===== src/rtl/svi_field_bank.sv =====
// Multi-channel bank of x/y/z field bundles with per-channel tick-driven update modes.
// Fields and modes are loaded through a valid/ready write port; a mode write costs one ready bubble.
module svi_field_bank #(
    parameter int W   = 8,
    parameter int NCH = 4,
    localparam int CW = (NCH > 1) ? $clog2(NCH) : 1
) (
    input  logic              i_clk,
    input  logic              i_rst_n,
    input  logic              i_wr_valid,
    output logic              o_wr_ready,
    input  logic [CW-1:0]     i_wr_ch,
    input  logic [1:0]        i_wr_sel,
    input  logic [W-1:0]      i_wr_data,
    input  logic              i_tick,
    output logic [NCH*W-1:0]  o_x,
    output logic [NCH*W-1:0]  o_y,
    output logic [NCH*W-1:0]  o_z,
    output logic [NCH*2-1:0]  o_mode,
    output logic              o_err
);

    typedef enum logic [1:0] {
        MODE_HOLD   = 2'd0,
        MODE_COUNT  = 2'd1,
        MODE_ROTATE = 2'd2,
        MODE_INVERT = 2'd3
    } mode_e;

    localparam logic [1:0] SEL_X    = 2'd0;
    localparam logic [1:0] SEL_Y    = 2'd1;
    localparam logic [1:0] SEL_Z    = 2'd2;
    localparam logic [1:0] SEL_MODE = 2'd3;

    logic [W-1:0] x_q [NCH];
    logic [W-1:0] y_q [NCH];
    logic [W-1:0] z_q [NCH];
    mode_e        mode_q [NCH];
    logic [W-1:0] x_d [NCH];
    logic [W-1:0] y_d [NCH];
    logic [W-1:0] z_d [NCH];
    mode_e        mode_d [NCH];
    logic         err_q, err_d;
    logic         ready_q, ready_d;
    logic         wr_fire_s;
    logic         in_range_s;

    function automatic logic [W-1:0] rotl1(input logic [W-1:0] v);
        return {v[W-2:0], v[W-1]};
    endfunction

    // Next-state: a write to a channel pre-empts that channel's tick step for the cycle.
    always_comb begin
        wr_fire_s  = i_wr_valid && ready_q;
        in_range_s = (int'(i_wr_ch) < NCH);
        err_d      = err_q | (wr_fire_s && !in_range_s);
        ready_d    = !(wr_fire_s && (i_wr_sel == SEL_MODE));
        for (int k = 0; k < NCH; k++) begin
            x_d[k]    = x_q[k];
            y_d[k]    = y_q[k];
            z_d[k]    = z_q[k];
            mode_d[k] = mode_q[k];
            if (wr_fire_s && in_range_s && (int'(i_wr_ch) == k)) begin
                case (i_wr_sel)
                    SEL_X:    x_d[k]    = i_wr_data;
                    SEL_Y:    y_d[k]    = i_wr_data;
                    SEL_Z:    z_d[k]    = i_wr_data;
                    SEL_MODE: mode_d[k] = mode_e'(i_wr_data[1:0]);
                    default:  x_d[k]    = x_q[k];
                endcase
            end else if (i_tick) begin
                case (mode_q[k])
                    MODE_HOLD: x_d[k] = x_q[k];
                    MODE_COUNT: begin
                        x_d[k] = x_q[k] + W'(1);
                        if (&x_q[k]) begin
                            y_d[k] = y_q[k] + W'(1);
                        end else begin
                            y_d[k] = y_q[k];
                        end
                    end
                    MODE_ROTATE: begin
                        x_d[k] = rotl1(x_q[k]);
                        y_d[k] = rotl1(y_q[k]);
                        z_d[k] = rotl1(z_q[k]);
                    end
                    MODE_INVERT: begin
                        x_d[k] = ~x_q[k];
                        y_d[k] = ~y_q[k];
                        z_d[k] = ~z_q[k];
                    end
                    default: x_d[k] = x_q[k];
                endcase
            end else begin
                x_d[k] = x_q[k];
            end
        end
    end

    // State register; reset leaves ready low until the first edge after release.
    always_ff @(posedge i_clk or negedge i_rst_n) begin
        if (!i_rst_n) begin
            for (int k = 0; k < NCH; k++) begin
                x_q[k]    <= '1;
                y_q[k]    <= '0;
                z_q[k]    <= '1;
                mode_q[k] <= MODE_HOLD;
            end
            err_q   <= 1'b0;
            ready_q <= 1'b0;
        end else begin
            for (int k = 0; k < NCH; k++) begin
                x_q[k]    <= x_d[k];
                y_q[k]    <= y_d[k];
                z_q[k]    <= z_d[k];
                mode_q[k] <= mode_d[k];
            end
            err_q   <= err_d;
            ready_q <= ready_d;
        end
    end

    for (genvar g = 0; g < NCH; g++) begin : g_flat
        assign o_x[g*W +: W]  = x_q[g];
        assign o_y[g*W +: W]  = y_q[g];
        assign o_z[g*W +: W]  = z_q[g];
        assign o_mode[2*g +: 2] = mode_q[g];
    end

    assign o_err      = err_q;
    assign o_wr_ready = ready_q;

endmodule


===== config.mk =====
export PLATFORM = sky130hd
export DESIGN_NAME = svi_field_bank
export DESIGN_NICKNAME = d
export VERILOG_FILES = /design/src/rtl/svi_field_bank.sv
export SDC_FILE = /design/constraint.sdc
export NUM_CORES = 1
export LEC_CHECK = 0
export CORE_MARGIN = 4
export CORE_UTILIZATION = 55
export CTS_BUF_LIST = sky130_fd_sc_hd__clkbuf_16
export CTS_CLUSTER_DIAMETER = 30
export DETAILED_ROUTE_END_ITERATION = 8
export GPL_TIMING_DRIVEN = 0
export PLACE_DENSITY = 0.92
export RECOVER_POWER = 25
export SYNTH_ARGS = -nofsm -noshare
export SYNTH_HDL_FRONTEND = slang
export SYNTH_SLANG_ARGS = --single-unit

===== constraint.sdc =====
create_clock -name i_clk -period 4.2 [get_ports i_clk]
set_input_delay 0.63 -clock i_clk [delete_from_list [all_inputs] [get_ports i_clk]]
set_output_delay 0.63 -clock i_clk [all_outputs]
set_load 0.05 [all_outputs]

# Yosys cells after proc, flatten, opt, wreduce, memory -nomap -nowiden
# Cells that the tools add are included.
# word_totals
ff_bits	105
out_inout_bits	106
elab_cells	163
# op_classes
addsub	8
n_eq_ne	38
n_mux	43
bitwise_logic	12
reduce_logical	45
# op_table
op	n
two-way mux 8 bit	31
case mux 8 bit (3 select lines)	8
inverter 8 bit	12
adder 8 x 1 -> 8 bit (second input constant)	8
case mux 8 bit (2 select lines)	4
AND reduction 8 bit	4
equality test 2 bit (second input constant)	12
inequality test 2 x 1 -> 1 bit (second input constant)	12
AND reduction 3 bit	8
AND reduction 4 bit	4
nonzero test 4 bit	4
equality test 2 x 1 -> 1 bit (second input constant)	6
zero test 2 bit	6
inequality test 3 bit (second input constant)	4
nonzero test 3 bit	4
inequality test 2 bit (second input constant)	4
AND reduction 2 bit	4
nonzero test 2 bit	4
logical AND 1 bit	6
zero test 1 bit	1

# Logic depth before layout (Yosys ltp)
# depth
depth_word	5
ltp_mapped	7
mapped_depth_nobuf	5

# Worst setup path before layout
# No wires, ideal clock.
# synth_timing
kind	register -> register
from	register x_q (netlist bit o_x[17])
to	register y_q (netlist bit o_y[19])
arrival_time_ps	2101
path_slack_ps	1971
path_stages_with_launch	7
period_less_slack_ps	2229
cell_sequence	dfstp_2 ha_1 nand3_1 nor3_2 o21a_1 buf_4 mux2_1
# synth_between
elab_chain_len	3
# synth_rtl
item	line	rtl
start: declaration	35	logic [W-1:0] x_q [NCH];
start signal: indexed assignment	113	x_q[k] <= x_d[k];
AND reduction 8 bit	76	if (&x_q[k]) begin
inequality test 3 bit (no source line)	-	
AND reduction 4 bit (no source line)	-	
end signal: indexed assignment	114	y_q[k] <= y_d[k];
end: declaration	36	logic [W-1:0] y_q [NCH];
# No other way between the ends.
# A chain may end at the register's enable or synchronous reset.

# Worst setup path after layout
# layout_timing
from	input i_tick
to	register y_q (netlist bit o_y[19])
# layout_between
elab_chain_len	2
# layout_rtl
item	line	rtl
start: declaration	15	input logic i_tick,
nonzero test 2 bit (no source line)	-	
AND reduction 4 bit (no source line)	-	
# No other way between the ends.

==> run summary <==
status -> finished with violations
failing checks -> capacitance limit, slew limit
crit path DAT -> 2.76 ns
Vias/cell -> 6.92
crit-path cells -> clkdlybuf4s50_1 > buf_2 > o21ai_0 > mux2i_2 > o21a_1 > buf_4 > mux2_1
Least-Margin Pin Slew -> 2.26 ns
clk_lat worst skew -> 0.36 ns
CTS resizes -> 0
Crit Path Max Fanout -> 10
cells after synthesis -> 920
Flop pwr share -> 0.299
power share of the combinational group -> 0.595
# hold bufs at CTS -> 0
fin nets -> 1072
minimum clock period -> 2.52 ns
worst reg2reg endpoint -> o_y[19]
Worst Setup SP -> i_tick
post-synthesis cell type count -> 88
Chip Height -> 128 um
slowest cell delay on critical path -> 0.51 ns
largest net degree at the start of global routing -> 67
Clock transition at path regs -> 0.07 ns
drt first pass iters -> 6
CP Capture Type -> flip-flop
Clock power frac -> 0.107
GRT Residual Overflow -> 0
worst hold path cell count -> 2
gr usage total -> 0.310
setup tns final -> 0 ns
clock skew -> 0.00925 ns
critical path buffer and inverter count -> 3
DRT antenna net count -> 0
Vias -> 8537
max-cap violations -> 1
RSZ-0062 raised after global routing -> no
Post-Synthesis Net Count -> 944
GPL Wtd Cong -> 0.975
share of layout cells above drive strength 1 -> 0.160
Sw Share -> 0.519
cell taking the most area after synthesis -> dfstp_2
syn_area_per_cell -> 8.64 sq um
Final Power -> 8.35 mW
Switching Power -> 4.33 mW
die area -> 0.0164 sq mm
vias in the first global route -> 7877
r2r startpoint -> o_x[16]
Post-synth ARST share -> 1.00
FP Rows -> 43
CP Capture Point -> o_y[19]
io pins -> 122
cell leakage power -> 3.74 nW
Pwr Density -> 864 mW/mm^2
Layout area overhead -> 21.6%
top cells by count, synth -> 79 x o21ai_0, 76 x nand2_1, 64 x dfstp_2, 56 x nand3_1, 52 x nor2_1
Cell Area, Synth -> 0.00795 sq mm
final hold slack -> 0.528 ns
Initial Utilization -> 0.566
Worst VDD drop -> 0.668 mV
internal reg-to-reg setup slack -> 1.83 ns
Pins Over Slew Limit -> 40
CP max-delay cell -> clkdlybuf4s50_1
worst r2r path cells -> 6
EDFF count, synth -> 0
first-pass GRT wire length -> 41.4 mm
Remaining DRCs -> 0
Clk Tree Root Cell -> clkbuf_16
initial antenna violation count -> 0
synth warn -> 0
top-area cell type share of the netlist area -> 0.212
slew margin rel. -> -0.505
routed length per instance -> 20.9 um
initial DRC count -> 1209
number of synthesized register bits -> 105
CTS tree -> yes
hold crit path type -> flip-flop to flip-flop
predominant post-synthesis flop cell -> dfstp_2
# diodes -> 0
Post-CTS Setup Bufs -> 0
internal power -> 4.02 mW
clock sink count -> 105
Core Util, Final -> 0.688
# fillers -> 1141
CP Data Required Time -> 4.45 ns
HPWL after detailed placement -> 17.8 mm
total core area -> 0.0140 sq mm
WS Path Type -> input pin to flip-flop
endpoints failing hold -> 0
FMAX -> 397 MHz
Die X -> 128 um
CP top delay family -> buffers and inverters
ratio of final minimum period to clock period -> 0.599
sequential fraction of the synthesis area -> 0.341
Critical Path Stages -> 7
most frequent cell after synthesis -> o21ai_0
final wirelength -> 25.8 mm
TritonCTS Buffers -> 9
startpoint type of the worst setup path -> input pin
final setup fails -> 0
PortBufs -> 116
placed cell count -> 1217
H-tree Lvls -> 3
number of buffers on the longest clock path -> 2
top post-synthesis cells by area -> dfstp_2 21%, dfrtp_1 13%, o21ai_0 5.0%
final cell count without fillers -> 1233
flip-flops by register name, summed over array words and instances, names as in the netlist:
register,flops
o_mode,8
o_wr_ready,1
o_x,32
o_y,32
o_z,32
worst min path at each step:
stage / to / from
detailed placement: o_x[1] / o_x[1]
CTS: o_y[17] / i_rst_n
floorplan: o_mode[0] / i_rst_n
finish: o_x[1] / o_x[1]
global placement: o_x[1] / o_x[1]
global route: o_z[30] / o_z[30]
routing by layer:
| metal | GRT usage | wire (um) |
|---|---|---|
| met1 | 0.432 | 10300 |
| met3 | 0.0629 | 3000 |
| met2 | 0.477 | 11600 |
| met4 | 0.115 | 873 |
| met5 | 0 | 0 |
layout by cell type (no fill, tap or decap), types with 13 or more instances in the layout:
master           netlist  final
dfrtp_1               41     41
inv_1                 29     31
and3_1                13     13
mux2i_1               31     31
a31oi_1               20     20
nand2b_1              41     41
o211ai_1              19     19
o31ai_1               13     13
buf_2                 32     32
clkdlybuf4s50_1        0    115
a21oi_1               33     33
clkbuf_1              40     41
mux2_2                16     16
o21ai_0               79     79
nand2_1               76     76
a22o_1                14     14
nor2b_1               16     16
nor2_1                52     52
nand3_1               56     56
dfstp_2               64     64
a211oi_1              16     16
worst register-to-register path, cell delays in order (launching register included):
cell	delay [ns]
dfstp_2	0.63
ha_1	0.22
nand3_1	0.19
nor3_2	0.52
o21a_1	0.21
buf_4	0.17
mux2_1	0.34
stage by stage:
| step | area, sq um | worst slack, ns |
|---|---|---|
| final | 9660 | 1.68 |
| after global routing | 9660 | 1.54 |
| after CTS | 9670 | 1.72 |
| after detailed placement | 9360 | 1.37 |
| after global placement | 9340 | -1.45 |
| after floorplan | 7950 | 1.97 |
layout make-up:
cell class                 instances  area [sq um]  area share
clock buffer                      10           250      0.0259
clock inverter                     6          57.6     0.00596
timing repair buffer             117          1180       0.122
tap                              180           225      0.0233
inverter                          29           109      0.0113
buffer                            84           409      0.0423
sequential                       105          2710       0.280
multi-input combinational        702          4720       0.489
power by group through the flow:
stage / Clock [mW] / Sequential (mW) / Combinational, mW
final: 0.892 / 2.49 / 4.97
after global routing: 0.941 / 2.56 / 5.26
after CTS: 0.893 / 2.45 / 4.94
after detailed placement: 0 / 2.45 / 4.91
after global placement: 0 / 2.44 / 4.81
after floorplan: 0 / 3.95 / 1.83
kinds of logic (layout without fill, tap and decap cells):
family	after synthesis	after routing	synth area share
AOI/OAI and AO/OA	321	321	0.292
and+or+nand+nor	318	318	0.217
buffers and inverters	113	246	0.0652
DFF	105	105	0.341
muxes	52	52	0.0699
adders and majority gates	8	8	0.0126
xor gates and xnor gates	2	2	0.00220
other	1	1	0.000472
(Power assumes the default switching activity.)
